$ cat src/rtl/mips_multicycle_control_pkg.sv
// Shared definitions for the multi-cycle MIPS control path: FSM state
// encoding, opcode/funct constants and the ALUOp codes understood by ALUControl.
package mips_multicycle_control_pkg;

  typedef enum logic [4:0] {
    S_FETCH    = 5'd0,
    S_DECODE   = 5'd1,
    S_MEMADR   = 5'd2,
    S_MEMRD    = 5'd3,
    S_MEMWB    = 5'd4,
    S_MEMWR    = 5'd5,
    S_RTYPE_EX = 5'd6,
    S_RTYPE_WB = 5'd7,
    S_ADDI_EX  = 5'd8,
    S_ORI_EX   = 5'd9,
    S_ITYPE_WB = 5'd10,
    S_BEQ      = 5'd11,
    S_BNE      = 5'd12,
    S_JUMP     = 5'd13,
    S_JAL      = 5'd14,
    S_JR       = 5'd15,
    S_LUI      = 5'd16,
    S_ILLEGAL  = 5'd17
  } state_t;

  localparam logic [5:0] OP_RTYPE = 6'h00;
  localparam logic [5:0] OP_J     = 6'h02;
  localparam logic [5:0] OP_JAL   = 6'h03;
  localparam logic [5:0] OP_BEQ   = 6'h04;
  localparam logic [5:0] OP_BNE   = 6'h05;
  localparam logic [5:0] OP_ADDI  = 6'h08;
  localparam logic [5:0] OP_ORI   = 6'h0D;
  localparam logic [5:0] OP_LUI   = 6'h0F;
  localparam logic [5:0] OP_LW    = 6'h23;
  localparam logic [5:0] OP_SW    = 6'h2B;

  localparam logic [5:0] FUNCT_JR = 6'h08;

  localparam logic [2:0] ALUOP_ADD   = 3'd0;
  localparam logic [2:0] ALUOP_SUB   = 3'd1;
  localparam logic [2:0] ALUOP_RTYPE = 3'd2;
  localparam logic [2:0] ALUOP_OR    = 3'd3;

  // Maps the instruction fields seen in DECODE to the first execute state.
  function automatic state_t decodeState(input logic [5:0] op, input logic [5:0] funct);
    state_t s;
    case (op)
      OP_LW, OP_SW: s = S_MEMADR;
      OP_RTYPE:     s = (funct == FUNCT_JR) ? S_JR : S_RTYPE_EX;
      OP_BEQ:       s = S_BEQ;
      OP_BNE:       s = S_BNE;
      OP_ADDI:      s = S_ADDI_EX;
      OP_ORI:       s = S_ORI_EX;
      OP_LUI:       s = S_LUI;
      OP_J:         s = S_JUMP;
      OP_JAL:       s = S_JAL;
      default:      s = S_ILLEGAL;
    endcase
    return s;
  endfunction

endpackage

$ cat src/rtl/mips_multicycle_control_event_counter.sv
// Free-running wrap-around event counter used for CPI measurement.
module event_counter #(
  parameter int CNT_WIDTH = 32
) (
  input  logic                 clk,
  input  logic                 reset,
  input  logic                 inc,
  output logic [CNT_WIDTH-1:0] count
);

  // Clear on reset, otherwise advance by one on every qualifying cycle.
  always_ff @(posedge clk) begin
    if (reset)
      count <= '0;
    else if (inc)
      count <= count + 1'b1;
  end

endmodule

$ cat src/rtl/mips_multicycle_control.sv
// Multi-cycle control FSM: sequences fetch, decode, execute, memory and
// write-back for the shared-ALU / unified-memory MIPS datapath, and keeps
// cycle and retired-instruction counters.
module mips_multicycle_control
  import mips_multicycle_control_pkg::*;
#(
  parameter int CNT_WIDTH = 32
) (
  input  logic                 clk,
  input  logic                 reset,
  input  logic [5:0]           OP,
  input  logic [5:0]           funct,
  input  logic                 Zero,
  input  logic                 MemReady,
  output logic                 PCWrite,
  output logic                 PCWriteCond,
  output logic                 BranchNE,
  output logic                 IorD,
  output logic                 MemRead,
  output logic                 MemWrite,
  output logic                 IRWrite,
  output logic [1:0]           MemToReg,
  output logic [1:0]           RegDst,
  output logic                 RegWrite,
  output logic                 ALUSrcA,
  output logic [1:0]           ALUSrcB,
  output logic [2:0]           ALUOp,
  output logic [1:0]           PCSource,
  output logic                 IllegalInstr,
  output logic [CNT_WIDTH-1:0] CycleCount,
  output logic [CNT_WIDTH-1:0] InstrCount
);

  state_t state;
  state_t nextState;

  logic pcWriteRaw;
  logic pcWriteCondRaw;
  logic memWriteRaw;
  logic irWriteRaw;
  logic regWriteRaw;
  logic illegalRaw;
  logic instrFetched;

  // The branch decision is made by the datapath; Zero is not needed here.
  logic unusedZero;
  assign unusedZero = Zero;

  // State register; reset abandons any instruction in flight.
  always_ff @(posedge clk) begin
    if (reset)
      state <= S_FETCH;
    else
      state <= nextState;
  end

  // Next-state and Moore outputs; handshake-qualified enables use MemReady.
  always_comb begin
    nextState      = S_FETCH;
    pcWriteRaw     = 1'b0;
    pcWriteCondRaw = 1'b0;
    BranchNE       = 1'b0;
    IorD           = 1'b0;
    MemRead        = 1'b0;
    memWriteRaw    = 1'b0;
    irWriteRaw     = 1'b0;
    MemToReg       = 2'd0;
    RegDst         = 2'd0;
    regWriteRaw    = 1'b0;
    ALUSrcA        = 1'b0;
    ALUSrcB        = 2'd0;
    ALUOp          = ALUOP_ADD;
    PCSource       = 2'd0;
    illegalRaw     = 1'b0;
    case (state)
      S_FETCH: begin
        MemRead    = 1'b1;
        ALUSrcB    = 2'd1;
        irWriteRaw = MemReady;
        pcWriteRaw = MemReady;
        nextState  = MemReady ? S_DECODE : S_FETCH;
      end
      S_DECODE: begin
        ALUSrcB   = 2'd3;
        nextState = decodeState(OP, funct);
      end
      S_MEMADR: begin
        ALUSrcA   = 1'b1;
        ALUSrcB   = 2'd2;
        nextState = (OP == OP_SW) ? S_MEMWR : S_MEMRD;
      end
      S_MEMRD: begin
        IorD      = 1'b1;
        MemRead   = 1'b1;
        nextState = MemReady ? S_MEMWB : S_MEMRD;
      end
      S_MEMWB: begin
        MemToReg    = 2'd1;
        regWriteRaw = MemReady;
      end
      S_MEMWR: begin
        IorD        = 1'b1;
        memWriteRaw = 1'b1;
        nextState   = MemReady ? S_FETCH : S_MEMWR;
      end
      S_RTYPE_EX: begin
        ALUSrcA   = 1'b1;
        ALUOp     = ALUOP_RTYPE;
        nextState = S_RTYPE_WB;
      end
      S_RTYPE_WB: begin
        RegDst      = 2'd1;
        regWriteRaw = 1'b1;
      end
      S_ADDI_EX: begin
        ALUSrcA   = 1'b1;
        ALUSrcB   = 2'd2;
        nextState = S_ITYPE_WB;
      end
      S_ORI_EX: begin
        ALUSrcA   = 1'b1;
        ALUSrcB   = 2'd2;
        ALUOp     = ALUOP_OR;
        nextState = S_ITYPE_WB;
      end
      S_ITYPE_WB: begin
        regWriteRaw = 1'b1;
      end
      S_BEQ, S_BNE: begin
        ALUSrcA        = 1'b1;
        ALUOp          = ALUOP_SUB;
        pcWriteCondRaw = 1'b1;
        PCSource       = 2'd1;
        BranchNE       = (state == S_BNE);
      end
      S_JUMP: begin
        pcWriteRaw = 1'b1;
        PCSource   = 2'd2;
      end
      S_JAL: begin
        pcWriteRaw  = 1'b1;
        PCSource    = 2'd2;
        RegDst      = 2'd2;
        MemToReg    = 2'd2;
        regWriteRaw = 1'b1;
      end
      S_JR: begin
        pcWriteRaw = 1'b1;
        PCSource   = 2'd3;
      end
      S_LUI: begin
        MemToReg    = 2'd3;
        regWriteRaw = 1'b1;
      end
      S_ILLEGAL: begin
        illegalRaw = 1'b1;
      end
      default: begin
        nextState = S_FETCH;
      end
    endcase
  end

  // No architectural write may happen while reset is being applied.
  assign PCWrite      = pcWriteRaw     & ~reset;
  assign PCWriteCond  = pcWriteCondRaw & ~reset;
  assign MemWrite     = memWriteRaw    & ~reset;
  assign IRWrite      = irWriteRaw     & ~reset;
  assign RegWrite     = regWriteRaw    & ~reset;
  assign IllegalInstr = illegalRaw     & ~reset;

  assign instrFetched = (state == S_FETCH) & MemReady;

  event_counter #(.CNT_WIDTH(CNT_WIDTH)) cycleCounter (
    .clk   (clk),
    .reset (reset),
    .inc   (1'b1),
    .count (CycleCount)
  );

  event_counter #(.CNT_WIDTH(CNT_WIDTH)) instrCounter (
    .clk   (clk),
    .reset (reset),
    .inc   (instrFetched),
    .count (InstrCount)
  );

endmodule

$ cat config.mk
export PLATFORM = sky130hd
export DESIGN_NAME = mips_multicycle_control
export DESIGN_NICKNAME = d
export VERILOG_FILES = /design/src/rtl/mips_multicycle_control_pkg.sv /design/src/rtl/mips_multicycle_control_event_counter.sv /design/src/rtl/mips_multicycle_control.sv
export SDC_FILE = /design/constraint.sdc
export NUM_CORES = 1
export LEC_CHECK = 0
export ABC_AREA = 0
export CAP_MARGIN = 40
export CORE_MARGIN = 2
export CORE_UTILIZATION = 65
export DETAILED_ROUTE_END_ITERATION = 8
export DONT_BUFFER_PORTS = 1
export PLACE_DENSITY = 0.88
export SYNTH_ARGS = -nofsm -noshare
export SYNTH_HDL_FRONTEND = slang
export SYNTH_HIERARCHICAL = 1
export SYNTH_SLANG_ARGS = --single-unit
$ cat constraint.sdc
create_clock -name clk -period 3.89 [get_ports clk]
set_clock_uncertainty 0.15 [all_clocks]
set_input_delay 0.5835 -clock clk [delete_from_list [all_inputs] [get_ports clk]]
set_output_delay 0.5835 -clock clk [all_outputs]
set_load 0.05 [all_outputs]
Yosys cells after proc, flatten, opt, wreduce, memory -nomap -nowiden. Cells that the tools add are included.

Bits in registers: 69. Bits of input ports: 16.

$add $sub $neg: 2. Equal/unequal tests: 27. Muxes and demuxes: 22. Bitwise gates (word level): 8. Reductions and logical operators: 12.

Operators with widths (count): adder 32 x 1 -> 32 bit, second input constant (2); one-hot mux 5 bit (9 select lines) (1); equality test 5 x 4 -> 1 bit, second input constant (8); one-hot mux 5 bit (7 select lines) (1); equality test 6 x 4 -> 1 bit, second input constant (4); one-hot mux 2 bit (3 select lines) (4); equality test 5 x 3 -> 1 bit, second input constant (4); equality test 6 x 2 -> 1 bit, second input constant (2); equality test 6 x 3 -> 1 bit, second input constant (2); equality test 6 bit, second input constant (2); OR reduction 2 bit (6); equality test 5 x 2 -> 1 bit, second input constant (2); equality test 5 bit, second input constant (2); two-way mux 1 bit (9); two-way mux 3 bit (3); bitwise AND 1 bit (7); zero test 6 bit (1); OR reduction 3 bit (2); OR reduction 6 bit (1); equality test 5 x 1 -> 1 bit, second input constant (1); zero test 5 bit (1); two-way mux 4 bit (1); one-hot mux 1 bit (2 select lines) (2); one-hot mux 2 bit (2 select lines) (1); other kinds (2) (2).

Logic depth before layout (Yosys ltp). Gate-level depths: netlist of run 1.

Depth after elaboration: 4. Mapped depth: 11.

By module. The synthesis of run 1 kept the hierarchy.

By module, submodules not included: event_counter (instances 2, cells each 181, area each 1564.0 sq um, sequential area each 640.6 sq um); mips_multicycle_control (instances 1, cells each 131, area each 873.3 sq um, sequential area each 100.1 sq um).

Least setup slack after synthesis of run 1. No wires, ideal clock.

Kind: reg2out. Start: reg state[2]. End: out IorD. Arrival: 2.476 ns. Required time: 3.157 ns. Slack: 0.681 ns. Stages on the path, launching flop included: 6. Cell sequence: dfxtp_1 buf_6 buf_2 buf_2 xnor2_1 nor4b_1.

Longest elaborated chain between the ends: 3. Elaborated cells between the ends (all ways): 4. Classes of those cells: eq/ne: 2; mux: 1; reduce/logical: 1.

RTL lines: from (decl) (line mips_multicycle_control.sv:34) `state_t state;`; from (signal assigned) (line mips_multicycle_control.sv:54) `state <= nextState;`; equality test 5 x 3 -> 1 bit or equality test 5 x 2 -> 1 bit (tied branches) (line mips_multicycle_control.sv:75) `case (state)`; OR reduction 2 bit (no line) (*); two-way mux 1 bit (*) (line mips_multicycle_control.sv:75); to (decl) (line mips_multicycle_control.sv:18) `output logic IorD,`.

Mark *: on every way between the ends. The rest lies on a longest branch, timed or not.

Worst setup path after layout of run 1.
Start: reg state[3]. End: reg instrCounter.count[29].

Longest elaborated chain between the ends: 2.

RTL lines: zero test 5 bit (line mips_multicycle_control.sv:172) `assign instrFetched = (state == S_FETCH) & MemReady;`; bitwise AND 1 bit (line mips_multicycle_control.sv:172); net instrFetched (line mips_multicycle_control.sv:43) `logic instrFetched;`; to (signal assigned) (line mips_multicycle_control_event_counter.sv:16) `count <= count + 1'b1;`; to (decl) (line mips_multicycle_control_event_counter.sv:8) `output logic [CNT_WIDTH-1:0] count`.

The timed path passes the listed nets, and every way through them passes these cells. A chain may end at the register's enable or synchronous reset.

==> results.sh, run 1 <==
export IMPL_postSynth_asyncResetShare=0
export IMPL_core_area_sq_um=5920
export IMPL_post_cts_buffers=0
export IMPL_r2r_cells=7
export IMPL_insertion_delay_ns=0.34
export IMPL_finalHoldViolations=0
export IMPL_timing_critical_path_slowest_cell_delay_ns=0.50
export IMPL_layout_min_cycle_time_ns=3.01
export IMPL_vias=3565
export IMPL_syn_num_nets=511
export IMPL_final_max_slew_violation_count=0
export IMPL_crit_chain="nor3_1 > nand3_1 > inv_1 > and4_1 > nand4_1 > nor3_1 > mux2_2"
export IMPL_power_leakage_nw=1.49
export IMPL_critPathSlowestCell="dfxtp_1"
export IMPL_cp_depth=7
export IMPL_fin_area_sq_um=4210
export IMPL_routed_via_density=6.35
export IMPL_drc=0
export IMPL_pre_cts_ws_ns=0.891
export IMPL_die_width_um=82.5
export IMPL_crit_family="simple AND/OR/NAND/NOR gates"
export IMPL_endpoint_kind="flip-flop"
export IMPL_n_antenna_cell=0
export IMPL_clock_path_buffers=2
export IMPL_grt_start_max_net_pins=95
export IMPL_cp_required_ns=3.97
export IMPL_worstPathArrival_ns=3.09
export IMPL_first_global_vias=3250
export IMPL_tns_ns=0
export IMPL_cts_resized=0
export IMPL_crit_path_max_fanout=18
export IMPL_ys_ff_latch=69
export IMPL_syn_area_sq_um=4000
export IMPL_startpoint="state[3]"
export IMPL_worst_slew_pin_slew_ns=0.925
export IMPL_synth_edf_count=0
export IMPL_rrSetupSlack_ns=0.88
export IMPL_fillCellCount=482
export IMPL_cp_common_cell="nor3_1"
export IMPL_startpoint_type="flip-flop"
export IMPL_finalNetCount=499
export IMPL_io_buffers=0
export IMPL_clkTransAtPathRegs_ns=0.08
export IMPL_ios=101
export IMPL_tritoncts_num_buffers=9
export IMPL_antenna_left=0
export IMPL_first_pass_iters=6
export IMPL_min_from="reset"
export IMPL_dp_cells=545
export IMPL_post_synth_top_area_cell="dfxtp_1"
export IMPL_utilization=0.711
export IMPL_synth_seq_area_share=0.345
export IMPL_dieArea_sq_um=6800
export IMPL_globalplace_congestion=0.800
export IMPL_fin_cells=561
export IMPL_fmax_mhz=332
export IMPL_antenna_found_initial=0
export IMPL_synth_top_area_frac=0.345
export IMPL_layout_drive_gt1_share=0.134
export IMPL_vdd_drop_max_mv=0.338
export IMPL_criticalPathCategory="reg2reg"
export IMPL_routedWlPerCell_um=16.2
export IMPL_syn_area_per_cell_sq_um=8.12
export IMPL_status="finished clean"
export IMPL_drtIter0Drc=226
export IMPL_cts_htree_levels=3
export IMPL_cts_sinks=69
export IMPL_synth_area_leaders="dfxtp_1, nor2_1, mux2_2"
export IMPL_slew_headroom=0.382
export IMPL_syn_inst=493
export IMPL_totalWireLength_mm=9.07
export IMPL_fin_ws_ns=0.876
export IMPL_hold_path_class="in2reg"
export IMPL_cts_tree="done"
export IMPL_yosys_most_used_dff="dfxtp_1"
export IMPL_die_h_um=82.5
export IMPL_powerDensity_nw_per_um2=375
export IMPL_finalSetupViolations=0
export IMPL_fin_crit_sh=0.775
export IMPL_place_hpwl_mm=6.35
export IMPL_yosysUniqueCellTypes=55
export IMPL_reg2reg_from="state[3]"
export IMPL_post_dp_cell_area_sq_um=4040
export IMPL_cts_hold_buf=0
export IMPL_grt_first_pass_wirelength_mm=14.3
export IMPL_rows=28
export IMPL_maxCapViolCount=0
export IMPL_grt_usage=0.270
export IMPL_path_buf_inv=1
export IMPL_initial_utilization=0.676
export IMPL_grt_ovfl_total=0
export IMPL_rsz0062_at_grt="no"
export IMPL_r2r_end="instrCounter/count[29]"
export IMPL_yosysWarnings=6
export IMPL_clockRootBuffer="clkbuf_8"
export IMPL_endpoint="instrCounter/count[29]"
export IMPL_area_growth_pct=5.25
[layout make-up]
cell class              instances  area [sq um]  area share
clock buffers                  12           145      0.0345
clock inverters                 4          23.8     0.00564
inverters                      12          45.0      0.0107
multi-input cells             378          2440       0.579
flip-flops and latches         69          1380       0.328
well taps                      75          93.8      0.0223
repair buffers                 11          82.6      0.0196
[metal layers]
layer,wire length (um),up-vias,GRT usage
li1,-,1739,-
met5,0,-,0
met1,3670,1672,0.316
met4,118,0,0.0800
met2,4450,142,0.464
met3,831,12,0.0957
[placed cells by master (no fill, tap or decap), types with 6 or more instances in the layout]
cell / count
xnor2_1: 9
a21oi_1: 22
inv_1: 12
nor2_1: 65
dfxtp_1: 69
nand4_1: 21
o21ai_0: 16
mux2_2: 19
nor2b_1: 26
and4_1: 6
nand2_1: 24
clkbuf_8: 10
nand3_1: 21
nor3_1: 29
nand2b_1: 6
or4_1: 7
buf_4: 11
xor2_1: 20
or3_1: 10
o31ai_1: 7
[cells in the mapped netlist (all sizes together), types with 2 or more instances]
master   n
xor2    20
mux2    23
a21oi   22
dfxtp   69
a211oi   3
inv     12
buf     16
nor3    30
nand2b   6
mux2i    2
nand4   23
or2      2
nor3b    7
nand2   24
nor2    65
a31oi    4
clkbuf  18
and2     4
or4      9
xnor2    9
and3     7
nor4b    5
conb     2
or3     10
o21ai   17
nor4     8
and4     6
o31ai    7
ha       2
nand3   21
nor2b   26
[logic make-up (layout without fill, tap and decap cells)]
group           after synthesis  in the layout  share of synthesized area
other cells                   2              2                    0.00188
compound gates               64             64                      0.100
xor+xnor                     29             29                     0.0635
buf+inv                      46             39                     0.0535
simple gates                256            256                      0.360
fa+ha+maj                     2              2                    0.00625
mux                          25             25                     0.0697
flops                        69             69                      0.345
[worst min path at each step]
stage / endpoint / slack [ns] / depth (start not counted)
after floorplan: state[4] / 0.44 / 2
after global placement: state[1] / 0.48 / 3
after detailed placement: state[1] / 0.49 / 3
after CTS: cycleCounter/count[22] / 0.15 / 1
after global routing: cycleCounter/count[22] / 0.13 / 1
final: cycleCounter/count[18] / 0.17 / 1
[registers in the layout (all words and copies together), names as in the netlist]
name and count:
cycleCounter/count 32, instrCounter/count 32, state 5
[power by group]
part           internal, W  switching, W  leakage [nW]
sequential        0.000721     0.0000692         0.557
combinational    0.0000918      0.000191         0.839
clock             0.000247      0.000258        0.0901
[stage by stage]
| step | power, W | hold WS, ns |
|---|---|---|
| 2_1_floorplan | 0.00105 | 0.436 |
| 3_3_place_gp | 0.00108 | 0.479 |
| 3_5_place_dp | 0.00109 | 0.486 |
| 4_1_cts | 0.00159 | 0.145 |
| 5_1_grt | 0.00165 | 0.134 |
| 6_report | 0.00158 | 0.167 |
[worst register-to-register path, stage by stage (launching register included)]
cell,delay (ns)
dfxtp_1,0.50
nor3_1,0.37
nand3_1,0.15
inv_1,0.26
and4_1,0.43
nand4_1,0.36
nor3_1,0.32
mux2_2,0.37
No activity file was read; power rests on OpenSTA's default activity.
==> run 2: changes to the inputs <==
--- a/config.mk
+++ b/config.mk
@@ -8,10 +8,10 @@
 export ABC_AREA = 0
 export CAP_MARGIN = 40
 export CORE_MARGIN = 2
-export CORE_UTILIZATION = 65
+export CORE_UTILIZATION = 64
 export DETAILED_ROUTE_END_ITERATION = 8
 export DONT_BUFFER_PORTS = 1
-export PLACE_DENSITY = 0.88
+export PLACE_DENSITY = 0.87
 export SYNTH_ARGS = -nofsm -noshare
 export SYNTH_HDL_FRONTEND = slang
 export SYNTH_HIERARCHICAL = 1
==> constraint.sdc (replaced) <==
create_clock -name clk -period 2.9 [get_ports clk]
set_clock_uncertainty 0.15 [all_clocks]
set_input_delay 0.435 -clock clk [delete_from_list [all_inputs] [get_ports clk]]
set_output_delay 0.435 -clock clk [all_outputs]
set_load 0.05 [all_outputs]
==> run 2 against run 1 <==
Against the previous run: maximum frequency increased by 9.8%; total power rose by 50%; die area grew 1.5%; non-clock buffer count up 48; largest power group unchanged; setup slack worse by 0.72 ns; largest cell class unchanged; sequential share of layout area decreased by 2.9 points; via count rose by 6.4%; design area up 9.7%; critical path type unchanged.
==> results.sh, run 2 (synthesis gave the netlist of run 1 again) <==
export IMPL_status="finished clean"
export IMPL_grt_first_pass_wirelength_mm=16.1
export IMPL_n_antenna_cell=0
export IMPL_finalNetCount=547
export IMPL_globalplace_congestion=0.850
export IMPL_drc=0
export IMPL_die_width_um=83.1
export IMPL_cts_tree="done"
export IMPL_layout_drive_gt1_share=0.210
export IMPL_finalSetupViolations=0
export IMPL_reg2reg_from="state[2]"
export IMPL_crit_path_max_fanout=9
export IMPL_layout_min_cycle_time_ns=2.75
export IMPL_first_pass_iters=7
export IMPL_startpoint_type="flip-flop"
export IMPL_rows=28
export IMPL_rrSetupSlack_ns=0.15
export IMPL_clkTransAtPathRegs_ns=0.08
export IMPL_min_from="OP[3]"
export IMPL_final_max_slew_violation_count=0
export IMPL_power_leakage_nw=1.76
export IMPL_clock_path_buffers=2
export IMPL_ios=101
export IMPL_finalPower_w=0.00237
export IMPL_maxCapViolCount=0
export IMPL_worstPathArrival_ns=2.83
export IMPL_min_path_cells=1
export IMPL_area_growth_pct=15.4
export IMPL_first_global_vias=3520
export IMPL_routedWlPerCell_um=16.0
export IMPL_die_h_um=83.1
export IMPL_antenna_found_initial=0
export IMPL_timing_hold_ws_ns=0.0463
export IMPL_utilization=0.771
export IMPL_cts_resized=0
export IMPL_vdd_drop_max_mv=0.372
export IMPL_endpoint_kind="flip-flop"
export IMPL_insertion_delay_ns=0.34
export IMPL_tritoncts_num_buffers=9
export IMPL_hold_path_class="in2reg"
export IMPL_powerDensity_nw_per_um2=514
export IMPL_place_hpwl_mm=6.78
export IMPL_core_area_sq_um=5990
export IMPL_fmax_mhz=364
export IMPL_grt_start_max_net_pins=95
export IMPL_antenna_left=0
export IMPL_finalHoldViolations=0
export IMPL_cp_required_ns=2.98
export IMPL_slew_headroom=0.541
export IMPL_criticalPathCategory="reg2reg"
export IMPL_worst_slew_pin_slew_ns=0.688
export IMPL_grt_ovfl_total=0
export IMPL_vias=3794
export IMPL_final_common_cell="dfxtp_1"
export IMPL_tns_ns=0
export IMPL_fillCellCount=449
export IMPL_rsz0062_at_grt="no"
export IMPL_totalWireLength_mm=9.75
export IMPL_fin_crit_sh=0.947
export IMPL_cts_htree_levels=3
export IMPL_hold_path_end="state[2]"
export IMPL_largestRegisters="cycleCounter/count (32), instrCounter/count (32), state (5)"
export IMPL_cts_sinks=69
export IMPL_dieArea_sq_um=6900
export IMPL_grt_usage=0.275
export IMPL_drtIter0Drc=210
export IMPL_clockRootBuffer="clkbuf_8"
export IMPL_routed_via_density=6.24
export IMPL_r2r_cells=7
export IMPL_final_cell_mix="dfxtp_1, nor2_1, buf_4"
export IMPL_post_cts_buffers=0
export IMPL_io_buffers=0
export IMPL_r2r_end="instrCounter/count[25]"
export IMPL_initial_utilization=0.668
[run 2: metrics by stage]
step	instance area [sq um]	worst slack, ns	cells
3_5_place_dp	4400	0.197	592
5_1_grt	4620	0.00377	608
3_3_place_gp	4400	0.318	592
6_report	4620	0.154	608
2_1_floorplan	4010	0.0321	493
4_1_cts	4610	0.188	607
[run 2: worst max path at each step]
stage | startpoint | end | slack (ns) | cells past startpoint
after global placement | state[2] | instrCounter/count[27] | 0.32 | 7
after floorplan | state[2] | ALUSrcB[0] | 0.03 | 4
final | state[2] | instrCounter/count[25] | 0.15 | 7
after global routing | state[2] | instrCounter/count[27] | 0.004 | 7
after detailed placement | state[2] | instrCounter/count[25] | 0.20 | 7
after CTS | state[2] | instrCounter/count[25] | 0.19 | 7
[run 2: timing repair]
item | 4_1_cts | 5_1_grt
endpoints found under the hold margin | 0 | 2
hold buffers | 0 | 1
endpoints found under the setup margin | 0 | 1
[run 2: critical path: stages (launching register included)]
cell,delay (ns)
dfxtp_1,0.31
nor3_1,0.40
nand3_1,0.20
inv_1,0.13
and4_1,0.38
nand4_1,0.36
nor3_1,0.35
mux2_2,0.36
[run 2: power by group]
group          switching (W)  internal (W)  total, W
Clock               0.000357      0.000502  0.000860
Combinational       0.000365      0.000174  0.000539
Sequential        0.00000742      0.000967  0.000974
Total               0.000730       0.00164   0.00237
[run 2: cell type report]
| cell class | count | area (sq um) | share of cell area |
|---|---|---|---|
| clock inverters | 4 | 72.6 | 0.0157 |
| inverters | 12 | 45.0 | 0.00975 |
| flip-flops and latches | 69 | 1380 | 0.299 |
| clock buffers | 11 | 141 | 0.0306 |
| repair buffers | 59 | 445 | 0.0964 |
| multi-input cells | 378 | 2440 | 0.528 |
| well taps | 75 | 93.8 | 0.0203 |
[run 2: metal layers]
layer  GRT usage  part of all wire  routed length, um
met1       0.339              0.41               4030
met5           0                 0                  0
met4       0.110             0.018                174
met3      0.0656             0.078                763
met2       0.463              0.49               4790
==> run 3: changes to the inputs <==
--- a/config.mk
+++ b/config.mk
@@ -5,10 +5,11 @@
 export SDC_FILE = /design/constraint.sdc
 export NUM_CORES = 1
 export LEC_CHECK = 0
-export ABC_AREA = 0
+export ABC_AREA = 1
 export CAP_MARGIN = 40
 export CORE_MARGIN = 2
 export CORE_UTILIZATION = 64
+export CTS_CLUSTER_SIZE = 28
 export DETAILED_ROUTE_END_ITERATION = 8
 export DONT_BUFFER_PORTS = 1
 export PLACE_DENSITY = 0.87
==> run 3 against run 2 <==
Against the previous run: the flow now finishes with violations (design-rule violations); clock-buffer cell count did not move; synthesized area rose by 7.0%; via count rose by 11%; worst hold slack got worse by 0.035 ns; highest routed layer unchanged.
==> results.sh, run 3 <==
export IMPL_crit_chain="nor2_1 > inv_2 > nor2_1 > nand2_1 > inv_1 > nor2_1 > nor2_1 > buf_4"
export IMPL_final_max_slew_violation_count=0
export IMPL_switchingPower_w=0.000571
export IMPL_layout_drive_gt1_share=0.179
export IMPL_yosys_most_used_dff="dfxtp_1"
export IMPL_timing_critical_path_slowest_cell_delay_ns=0.39
export IMPL_clockRootBuffer="clkbuf_8"
export IMPL_criticalPathCategory="reg2out"
export IMPL_fin_crit_sh=0.871
export IMPL_yosysUniqueCellTypes=32
export IMPL_startpoint_type="flip-flop"
export IMPL_power_leakage_nw=2.06
export IMPL_p_sw_frac=0.281
export IMPL_status="finished with violations"
export IMPL_final_cell_mix="nand2_1, nor2_1, inv_1"
export IMPL_grt_ovfl_total=0
export IMPL_first_global_vias=3799
export IMPL_pre_cts_ws_ns=0.550
export IMPL_crit_path_max_fanout=9
export IMPL_ios=101
export IMPL_fin_area_sq_um=4720
export IMPL_postSynth_asyncResetShare=0
export IMPL_antenna_left=0
export IMPL_path_buf_inv=3
export IMPL_grt_usage=0.273
export IMPL_synth_area_leaders="dfxtp_1, nand2_1, nor2_1"
export IMPL_yosys_top_cells_count="nand2_1, nor2_1, inv_1, dfxtp_1, nand3_1"
export IMPL_clockPowerShare=0.392
export IMPL_finalSetupViolations=0
export IMPL_violations="design-rule violations"
export IMPL_layout_min_cycle_time_ns=2.53
export IMPL_hold_path_class="in2reg"
export IMPL_antenna_found_initial=0
export IMPL_area_growth_pct=10.3
export IMPL_tritoncts_num_buffers=9
export IMPL_tns_ns=0
export IMPL_r2r_cells=12
export IMPL_first_pass_iters=7
export IMPL_crit_family="buffers and inverters"
export IMPL_maxCapViolCount=0
export IMPL_synth_top_area_frac=0.323
export IMPL_finalNetCount=714
export IMPL_cts_htree_levels=3
export IMPL_die_h_um=85.8
export IMPL_cts_sinks=69
export IMPL_syn_area_sq_um=4280
export IMPL_synth_edf_count=0
export IMPL_grt_first_pass_wirelength_mm=16.5
export IMPL_initial_utilization=0.666
export IMPL_finalHoldViolations=0
export IMPL_post_dp_cell_area_sq_um=4510
export IMPL_worst_slew_pin_slew_ns=0.722
export IMPL_rsz0062_at_grt="no"
export IMPL_cp_depth=8
export IMPL_yosys_cell_count_top_type="nand2_1"
export IMPL_fin_cells=777
export IMPL_cts_resized=0
export IMPL_critPathSlowestCell="dfxtp_1"
export IMPL_clkTransAtPathRegs_ns=0.08
export IMPL_largestRegisters="cycleCounter/count (32), instrCounter/count (32), state (5)"
export IMPL_powerDensity_nw_per_um2=430
export IMPL_min_path_cells=1
export IMPL_drc=5
export IMPL_internal_power_w=0.00146
export IMPL_slew_headroom=0.518
export IMPL_worstPathArrival_ns=1.94
export IMPL_post_synth_top_area_cell="dfxtp_1"
export IMPL_cts_tree="done"
export IMPL_globalplace_congestion=0.956
export IMPL_fin_ws_ns=0.373
export IMPL_routed_via_density=5.43
export IMPL_clock_path_buffers=2
export IMPL_dp_cells=761
export IMPL_routedWlPerCell_um=13.1
export IMPL_die_width_um=85.8
export IMPL_final_common_cell="nand2_1"
export IMPL_vdd_drop_max_mv=0.308
export IMPL_io_buffers=0
export IMPL_yosysWarnings=6
export IMPL_syn_area_per_cell_sq_um=6.41
export IMPL_ys_ff_latch=69
export IMPL_n_antenna_cell=0
export IMPL_cp_common_cell="nor2_1"
export IMPL_rows=29
export IMPL_post_cts_buffers=0
export IMPL_p_seq_frac=0.480
export IMPL_vias=4222
export IMPL_fmax_mhz=396
export IMPL_endpoint_kind="output port"
export IMPL_place_hpwl_mm=7.60
export IMPL_combPwrFrac=0.128
export IMPL_syn_num_nets=686
export IMPL_totalWireLength_mm=10.2
export IMPL_insertion_delay_ns=0.34
export IMPL_drtIter0Drc=261
export IMPL_cp_required_ns=2.32
export IMPL_dieArea_sq_um=7360
export IMPL_grt_start_max_net_pins=29
export IMPL_syn_inst=668
export IMPL_core_area_sq_um=6420
export IMPL_timing_hold_ws_ns=0.0114
export IMPL_synth_seq_area_share=0.323
[run 3: changes by cell type in the layout (fill, tap and decap cells not counted), moves of 23 or more]
| cell | delta |
|---|---|
| nand2_1 | +117 |
| inv_1 | +69 |
| nor2_1 | +54 |
| nand3_1 | +35 |
| buf_4 | -32 |
| a21oi_1 | +26 |
| nor2b_1 | -26 |
| nor2_2 | +25 |
| nor3_1 | -25 |
| nand2_2 | +23 |
[run 3: power by group through the flow]
stage	clock network [W]	logic [W]	registers (W)
final	0.000796	0.000261	0.000974
after detailed placement	0	0.000255	0.000996
after CTS	0.000809	0.000258	0.000974
after floorplan	0	0.000185	0.00102
after global placement	0	0.000250	0.000995
after global routing	0.000844	0.000282	0.000976
[run 3: worst paths after layout]
path	to	from	slack, ns
worst max-delay path	PCWrite	state[0]	0.37
worst min register to register	cycleCounter/count[23]	cycleCounter/count[23]	0.44
worst min-delay path	instrCounter/count[9]	reset	0.01
worst max register to register	instrCounter/count[24]	state[0]	0.51
[run 3: timing repair]
| item | 4_1_cts | 5_1_grt |
|---|---|---|
| endpoints found under the setup margin | 0 | 0 |
| hold buffers | 1 | 0 |
| hold endpoints to repair | 4 | 0 |
[run 3: logic make-up after synthesis]
family          share of synthesized area
other cells                       0.00175
simple gates                        0.466
compound gates                     0.0971
buf+inv                            0.0944
flops                               0.323
xor+xnor                           0.0123
fa+ha+maj                         0.00585
[run 3: final cells by class]
type                       instances  area [sq um]
multi-input combinational        499          2490
timing repair buffer              27           205
clock inverter                     4          47.5
inverter                          90           343
clock buffer                      11           151
tap                               77          96.3
sequential                        69          1380
fill                             531          1700
[run 3: routing by layer]
metal	part of all wire	track usage	routed length, um
met1	0.44	0.326	4460
met2	0.48	0.473	4890
met3	0.070	0.0674	711
met4	0.013	0.102	130
met5	0	0	0
[run 3: through the flow]
step / power [W] / util
after floorplan: 0.00121 / -
after global placement: 0.00124 / 0.701
after detailed placement: 0.00125 / 0.702
after CTS: 0.00204 / 0.735
after global routing: 0.00210 / 0.735
final: 0.00203 / 0.735
